File: src/rtl/issue_queue_dual.sv
// Dual-ported in-order issue queue between decode and the issue/EX stage.
// Decode writes up to two packets per cycle. The two oldest entries are
// presented on o_set1/o_set2, and up to two of them issue as a pair per cycle.

package issue_queue_dual_pkg;

  // Decoded packet as carried from decode to the issue/EX stage.
  typedef struct packed {
    logic        o_valid;
    logic [31:0] pc;
    logic [31:0] imm;
    logic [3:0]  alu_op;
    logic        rf_we;
    logic [4:0]  rf_rd;
    logic [4:0]  rf_raddr1;
    logic [4:0]  rf_raddr2;
    logic [2:0]  ldst_type;
    logic [2:0]  br_type;
  } PC_set;

endpackage

// Handshake:
// - A packet in in_set1 is taken at the clock edge when in_ready=1 and
//   in_valid[0]=1.
// - in_set2 is taken only together with in_set1 (in_valid=2'b11).
// - in_valid=2'b10 is ignored.
// - in_ready depends only on the registered occupancy, so a pop in the same
//   cycle never makes room for a push.
// - Downstream consumes issue_cnt packets at the next edge. No ready signal
//   comes back from downstream: stall and flush hold issue_cnt at 0.
module issue_queue_dual
  import issue_queue_dual_pkg::*;
#(
  parameter int DEPTH = 16,
  localparam int CNT_W = $clog2(DEPTH) + 1
) (
  input  logic             clk,
  input  logic             rstn,
  input  logic [1:0]       in_valid,
  input  PC_set            in_set1,
  input  PC_set            in_set2,
  output logic             in_ready,
  input  logic             flush,
  input  logic             stall,
  output PC_set            o_set1,
  output PC_set            o_set2,
  output logic [1:0]       issue_cnt,
  output logic [CNT_W-1:0] count
);

  localparam int PTR_W = $clog2(DEPTH);

  PC_set            mem [DEPTH];
  logic [PTR_W-1:0] head;
  logic [PTR_W-1:0] tail;
  logic [PTR_W-1:0] head_p1;
  logic [PTR_W-1:0] tail_p1;
  logic [CNT_W-1:0] count_q;
  logic [1:0]       n_push;
  PC_set            e1;
  PC_set            e2;
  logic             has1;
  logic             has2;
  logic             raw_hazard;
  logic             both_mem;
  logic             e1_branch;
  logic             pair_ok;

  // The stored valid flag is superseded by the occupancy-derived one on output.
  logic unused_valid_bits;
  assign unused_valid_bits = e1.o_valid ^ e2.o_valid;

  assign head_p1  = head + PTR_W'(1);
  assign tail_p1  = tail + PTR_W'(1);
  assign count    = count_q;
  // Two free slots are needed so a pair can always be accepted.
  assign in_ready = (count_q <= CNT_W'(DEPTH - 2));

  // Number of packets accepted at the next edge.
  always_comb begin
    n_push = 2'd0;
    if (in_ready) begin
      case (in_valid)
        2'b11:   n_push = 2'd2;
        2'b01:   n_push = 2'd1;
        default: n_push = 2'd0;
      endcase
    end
  end

  assign e1   = mem[head];
  assign e2   = mem[head_p1];
  assign has1 = (count_q >= CNT_W'(1));
  assign has2 = (count_q >= CNT_W'(2));

  // Pairing rules: no RAW between the two entries, at most one memory op,
  // and the older entry must not be a branch.
  always_comb begin
    raw_hazard = e1.rf_we && (e1.rf_rd != 5'd0) &&
                 ((e1.rf_rd == e2.rf_raddr1) || (e1.rf_rd == e2.rf_raddr2));
    both_mem   = (e1.ldst_type != 3'd0) && (e2.ldst_type != 3'd0);
    e1_branch  = (e1.br_type != 3'd0);
    pair_ok    = has2 && !raw_hazard && !both_mem && !e1_branch;
  end

  // Present the head entries; an entry that is not valid shows as all zeros.
  always_comb begin
    o_set1 = '0;
    o_set2 = '0;
    if (has1) begin
      o_set1         = e1;
      o_set1.o_valid = 1'b1;
    end
    if (pair_ok) begin
      o_set2         = e2;
      o_set2.o_valid = 1'b1;
    end
  end

  // Number of packets consumed at the next edge; frozen by stall or flush.
  always_comb begin
    issue_cnt = 2'd0;
    if (!(stall || flush)) begin
      issue_cnt = {1'b0, has1} + {1'b0, pair_ok};
    end
  end

  // Pointer and occupancy update. Flush empties the queue and drops that cycle's push.
  always_ff @(posedge clk or negedge rstn) begin
    if (!rstn) begin
      head    <= '0;
      tail    <= '0;
      count_q <= '0;
    end else if (flush) begin
      head    <= '0;
      tail    <= '0;
      count_q <= '0;
    end else begin
      head    <= head + PTR_W'(issue_cnt);
      tail    <= tail + PTR_W'(n_push);
      count_q <= count_q + CNT_W'(n_push) - CNT_W'(issue_cnt);
    end
  end

  // Entry storage. It needs no reset because the pointers define what is live.
  always_ff @(posedge clk) begin
    if (!flush && (n_push != 2'd0)) begin
      mem[tail] <= in_set1;
    end
    if (!flush && (n_push == 2'd2)) begin
      mem[tail_p1] <= in_set2;
    end
  end

endmodule

File: config.mk
export PLATFORM = sky130hd
export DESIGN_NAME = issue_queue_dual
export DESIGN_NICKNAME = d
export VERILOG_FILES = /design/src/rtl/issue_queue_dual.sv
export SDC_FILE = /design/constraint.sdc
export NUM_CORES = 2
export LEC_CHECK = 0
export ABC_CLOCK_PERIOD_IN_PS = 16550
export BUFFER_PORTS_ARGS = -buffer_cell sky130_fd_sc_hd__buf_2
export CAP_MARGIN = 20
export CORE_MARGIN = 3
export CORE_UTILIZATION = 46
export CTS_BUF_LIST = sky130_fd_sc_hd__clkbuf_8
export DETAILED_ROUTE_END_ITERATION = 7
export PLACE_DENSITY_LB_ADDON = 0.3
export SLEW_MARGIN = 20
export SYNTH_ARGS = -nofsm -noshare
export SYNTH_HDL_FRONTEND = slang
export SYNTH_SLANG_ARGS = --single-unit
File: constraint.sdc
create_clock -name clk -period 16.55 [get_ports clk]
set_input_delay 0.8275 -clock clk [delete_from_list [all_inputs] [get_ports clk]]
set_output_delay 0.8275 -clock clk [all_outputs]
set_load 0.01 [all_outputs]
Yosys cells after proc, flatten, opt, wreduce, memory -nomap -nowiden
Memory sizes are Yosys's and may differ from the RTL's.
Cells that the tools add are included.
- bits in registers: 13
- bits in writable memories: 1456
- input port bits: 188
- output and inout bits: 190
- word-level logic and storage cells: 50
- memories: 1
- memories (name ; depth ; bits a word ; read ports ; clocked after Yosys merged registers in ; write ports ; line ; text):
    mem ; 16 ; 91 ; 2 ; 0 ; 2 ; 54 ; PC_set mem [DEPTH];
- $add $sub $neg: 7
- order comparisons: 3
- equal/unequal tests: 5
- mux-type cells: 12
- reduce and logical (&&, ||, !) cells: 19
- operator list (kind ; count):
    $mux 91 ; 2
    $eq 5x5->1 ; 2
    $reduce_bool 3->1 ; 3
    $add 4x1->4 const B ; 2
    $add 4x2->4 ; 2
    $logic_and 1x1->1 ; 8
    $mux 4 ; 2
    $add 5x2->5 ; 1
    $ge 5x1->1 const B ; 1
    $ge 5x2->1 const B ; 1
    $le 5x4->1 const B ; 1
    $mux 5 ; 1
    $reduce_bool 5->1 ; 1
    $sub 5x2->5 ; 1
    $eq 2x2->1 const B ; 2
    $logic_not 1->1 ; 4
    $mux 1 ; 4
    $mux 2 ; 2
    $pmux 2 s2 ; 1
    $add 1x1->2 ; 1
    $eq 2x1->1 const B ; 1
    $logic_or 1x1->1 ; 2
    $reduce_bool 2->1 ; 1

Logic depth before layout (Yosys ltp)
An unclocked memory read counts as a cell.
- depth in word-level cells: 13
- depth in mapped cells: 26
- depth with buffers taken out: 20

Worst setup path before layout
OpenSTA, ideal clock, no wires.
- kind: register to register
- from: register count_q[4], in the netlist count[4]
- to: memory mem[4][0] (netlist name) (enable)
- setup time: 663 ps
- data arrival time: 8004 ps
- required time: 15887 ps
- path slack: 7884 ps
- stages on the path, launching flop included: 9
- path buffers: 1
- period minus slack after synthesis: 8666 ps
- path through: dfrtp_1 > inv_1 > ha_1 > a41oi_1 > nand2_1 > nor3_1 > nand2b_1 > clkbuf_1 > o21ai_0
- RTL lines (element ; line ; text):
    from (decl) ; 59 ; logic [CNT_W-1:0] count_q;
    from (signal assigned) ; 142 ; count_q <= count_q + CNT_W'(n_push) - CNT_W'(issue_cnt);
    to (decl) ; 54 ;

Final worst setup path
- from: register head[0]
- to: output port issue_cnt[1]
- longest elaborated chain between the ends: 11
- elaborated cells on any way between the ends: 20
- classes of those cells: add/sub (2); eq/ne (2); mux (1); reduce/logical (14); memory (1)
- RTL lines (element ; line ; text):
    from (decl) ; 55 ; logic [PTR_W-1:0] head;
    from (signal assigned) ; 140 ; head <= head + PTR_W'(issue_cnt);
    $add 4x1->4 ; 74 ; assign head_p1 = head + PTR_W'(1);
    $mem_v2 16x91 * ; - ;
    $eq 5x5->1 ; 101 ; ((e1.rf_rd == e2.rf_raddr1) || (e1.rf_rd == e2.rf_raddr2));
    $logic_or 1x1->1 ; 101 ;
    $logic_and 1x1->1 ; 100 ; raw_hazard = e1.rf_we && (e1.rf_rd != 5'd0) &&
    $logic_not 1->1 ; 104 ; pair_ok = has2 && !raw_hazard && !both_mem && !e1_branch;
    $logic_and 1x1->1 (2 in series) ; 104 ;
    $logic_and 1x1->1 * ; 104 ;
    $add 1x1->2 * ; 125 ; issue_cnt = {1'b0, has1} + {1'b0, pair_ok};
    $mux 2 * ; 124 ; if (!(stall || flush)) begin
    to (decl) ; 48 ; output logic [1:0] issue_cnt,
Mark *: on every way between the ends. The rest lies on a longest branch, timed or not.

==> run_results.csv <==
group,metric,value,unit
power,p_leak,30.1,nW
layout,final_common_cell,"mux2_2",
critical_path,critPathMaxStageDelay,910,ps
critical_path,worstPathRequired,15720,ps
sta,fmax,101,MHz
sta,hold_slack,220,ps
logic_synthesis,syn_avg_cell_area,16.1,sq um
cts,cts_tree,"yes",
die,die_area,0.190,sq mm
cts,cts_resized,0,
cts,path_clk_slew,60,ps
cts,clk_latency,1040,ps
place,gp_congestion,0.797,
global_routing,grt_pass1_vias,55500,
global_routing,grt_max_degree,140,
layout,final_nets,5624,
sta,hold_viol_final,0,
sta,fin_setup_tns,0,ps
critical_path,cp_cell_sequence,"buf_12 -> buf_12 -> buf_4 -> buf_12 -> mux4_2 -> a22oi_1 -> nand2_1 -> o32ai_1 -> nor4b_4 -> buf_4 -> o311ai_4 -> buf_4 -> inv_1 -> ha_1 -> nor3b_1 -> buf_2",
cts,cts_max_level,4,
layout,final_cells,8109,
die,die_w,436,microns
power,sw_frac_of_total,31.8,%
detailed_routing,ant_nets,0,
place,dpl_cell_area,0.0890,sq mm
detailed_routing,wl_met2,136000,microns
layout,multi_input_area,0.0394,sq mm
sta,final.setup_skew,56.8,ps
logic_synthesis,ys_ff_latch,1453,
detailed_routing,drcViolationCount,0,
logic_synthesis,ys_types,42,
power,netSwitchingPower,3.24,mW
logic_synthesis,yosysSeqAreaShare,51.1,%
power,p_seq_share,41.1,%
global_routing,grtUsageTotal,29.1,%
logic_synthesis,syn-instance-count,5287,
critical_path,cp-end-kind,"output pin",
die,core,0.184,sq mm
layout,seqCellArea,0.0436,sq mm
cts,ctsLongestPathBuffers,3,
power,vdd_ir_drop_max,0.0951,mV
sta,slew_headroom,23.3,%
cts,cts_root_buf,"clkbuf_8",
global_routing,grt_pass1_wl,401000,microns
worst_hold_path,hold_class,"primary input to register",
layout,layout_common_cells,"mux2_2, edfxtp_1, mux4_2",
logic_synthesis,syn-num-nets,5493,
power,clock_power_share,29.1,%
detailed_routing,drt_iter0_drc,6409,
detailed_routing,wl,280000,microns
critical_path,crit_path_start_kind,"register",
place,placed_cells,7637,
sta,worst_pin_slew,1150,ps
run_status,status,"finished clean",
die,die_y,436,microns
detailed_routing,viasPerCell,6.65,
power,combPwrFrac,29.8,%
detailed_routing,routed.top_layer,"met5",
die,ioPinCount,378,
layout,fillCellCount,15400,
power,power_density,109,mW/mm^2
layout,drive_above_1_share,51.7,%
global_routing,grt_overflow_total,0,
logic_synthesis,netlist_area,0.0852,sq mm
die,rows,157,
sta,timing.final.crit_period,9920,ps
sta,setup_viol,0,
cts,cts_made_buffers,241,
cts,cts.sinks,1453,
logic_synthesis,ys_warn_count,0,
cts,cts_setup_buffers,0,
layout,final_cell_area,0.0934,sq mm
cts,cts_hold_buf,1,
sta,rsz0062_at_grt,"false",
place,hpwl,150000,microns
critical_path,worstSetupPathType,"register to output pin",
detailed_routing,routedWlPerCell,34.6,microns
sta,finalCritPeriodShare,59.9,%
critical_path,slowest_stage,"buf_4",
power,internal_power,6.96,mW
detailed_routing,wl_met1,106000,microns
job,cap_violations,0,
detailed_routing,drt-pass1-iter-count,6,
layout,area_delta_synth_final,9.68,%
critical_path,critPathArrivalTime,9090,ps
detailed_routing,wl_met3,24200,microns
global_routing,antenna_found_initial,76,
critical_path,cp_max_fo,139,
place,portBuffers,375,
die,start_util,46.4,%
sta,slew_viol_final,0,
detailed_routing,num_vias,53900,
metrics by stage:
| step | setup WS, ps | total power, mW | utilization [%] |
|---|---|---|---|
| 2_1_floorplan | 7880 | 6.38 | - |
| 3_3_place_gp | 7270 | 7.29 | 48.4 |
| 3_5_place_dp | 7210 | 7.31 | 48.4 |
| 4_1_cts | 6490 | 10.3 | 50.8 |
| 5_1_grt | 6030 | 10.6 | 50.9 |
| 6_report | 6630 | 10.2 | 50.9 |
cell usage after synthesis:
| library cell | instances | area share [%] |
|---|---|---|
| clkinv_1 | 1 | 0.0044 |
| ha_1 | 14 | 0.21 |
| nor2_1 | 114 | 0.50 |
| dfrtp_1 | 13 | 0.38 |
| nor3_1 | 5 | 0.029 |
| o31ai_1 | 1 | 0.0088 |
| a221oi_1 | 8 | 0.082 |
| buf_4 | 38 | 0.33 |
| and3_1 | 3 | 0.022 |
| edfxtp_1 | 1440 | 51 |
| o21ai_0 | 100 | 0.59 |
| xnor2_1 | 13 | 0.13 |
| nand2b_1 | 5 | 0.037 |
| mux2_2 | 1442 | 19 |
| nor2b_1 | 81 | 0.59 |
| a211oi_1 | 80 | 0.70 |
| buf_1 | 24 | 0.11 |
| a21o_1 | 2 | 0.018 |
| o22ai_1 | 4 | 0.029 |
| mux4_2 | 635 | 17 |
| a21oi_1 | 9 | 0.053 |
| o221ai_1 | 162 | 1.7 |
| or4_1 | 2 | 0.018 |
| fa_1 | 4 | 0.094 |
| buf_6 | 9 | 0.12 |
| xor2_1 | 7 | 0.072 |
| nand3_1 | 14 | 0.082 |
| o311ai_4 | 1 | 0.031 |
| inv_1 | 18 | 0.079 |
| nor4b_4 | 1 | 0.028 |
| a22oi_1 | 8 | 0.070 |
| or2_2 | 2 | 0.015 |
| o32ai_1 | 1 | 0.010 |
| nor3b_1 | 3 | 0.026 |
| and2_1 | 15 | 0.11 |
| a41oi_1 | 1 | 0.010 |
| buf_2 | 67 | 0.39 |
| clkbuf_1 | 464 | 2.0 |
| o21bai_1 | 3 | 0.026 |
| or3_1 | 2 | 0.015 |
| mux2i_1 | 352 | 4.1 |
| nand2_1 | 119 | 0.52 |
logic make-up (layout without fill, tap and decap cells):
logic type	after synthesis	in the layout	synth area share (%)
muxes	2429	2429	40.0
DFF	1453	1453	51.1
buffers and inverters	621	932	3.08
AOI/OAI and AO/OA	380	380	3.30
and+or+nand+nor	366	366	2.00
xor gates and xnor gates	20	20	0.206
adders and majority gates	18	18	0.300
other	0	47	0
layer usage:
metal / GRT usage [%] / up-vias
met3: 5.10 / 698
met5: 0 / -
met4: 15.1 / 30
met1: 37.6 / 28400
li1: - / 22000
met2: 47.3 / 2878
power groups by stage:
stage	logic (mW)	registers [mW]	clock network [mW]
2_1_floorplan	2.12	4.26	0
3_3_place_gp	3.02	4.27	0
3_5_place_dp	3.04	4.27	0
4_1_cts	3.05	4.20	3.01
5_1_grt	3.21	4.20	3.17
6_report	3.04	4.20	2.97
state kept, by name, indices dropped and copies added (netlist names):
| register | count |
|---|---|
| head | 4 |
| tail | 4 |
| count | 5 |
| mem | 1440 |
final cells by class:
cell class	count	share of cell area, %
antenna	47	0.126
clock buffer	246	3.62
multi-input combinational	3213	42.1
clock inverter	177	0.985
inverter	19	0.0817
timing repair buffer	490	3.12
tap	2464	3.30
sequential	1453	46.6
worst paths after layout:
kind / startpoint / to / slack [ps] / cells past startpoint
max in group asynchronous: rstn / head[1] / 16020 / 2
hold reg to reg: tail[3] / tail[3] / 660 / 2
min in group asynchronous: rstn / count[2] / 260 / 2
setup reg to reg: head[0] / count[4] / 7190 / 22
setup / recovery: head[0] / issue_cnt[1] / 6630 / 16
hold / removal: flush / count[2] / 220 / 2
critical path: cells and delay by family, from the launching register on:
kind / cells / cell delay [ps]
buf+inv: 8 / 3960
simple gates: 3 / 1160
compound gates: 3 / 950
flops: 1 / 820
mux: 1 / 610
fa+ha+maj: 1 / 140
Power figures use the tool's default switching activity.
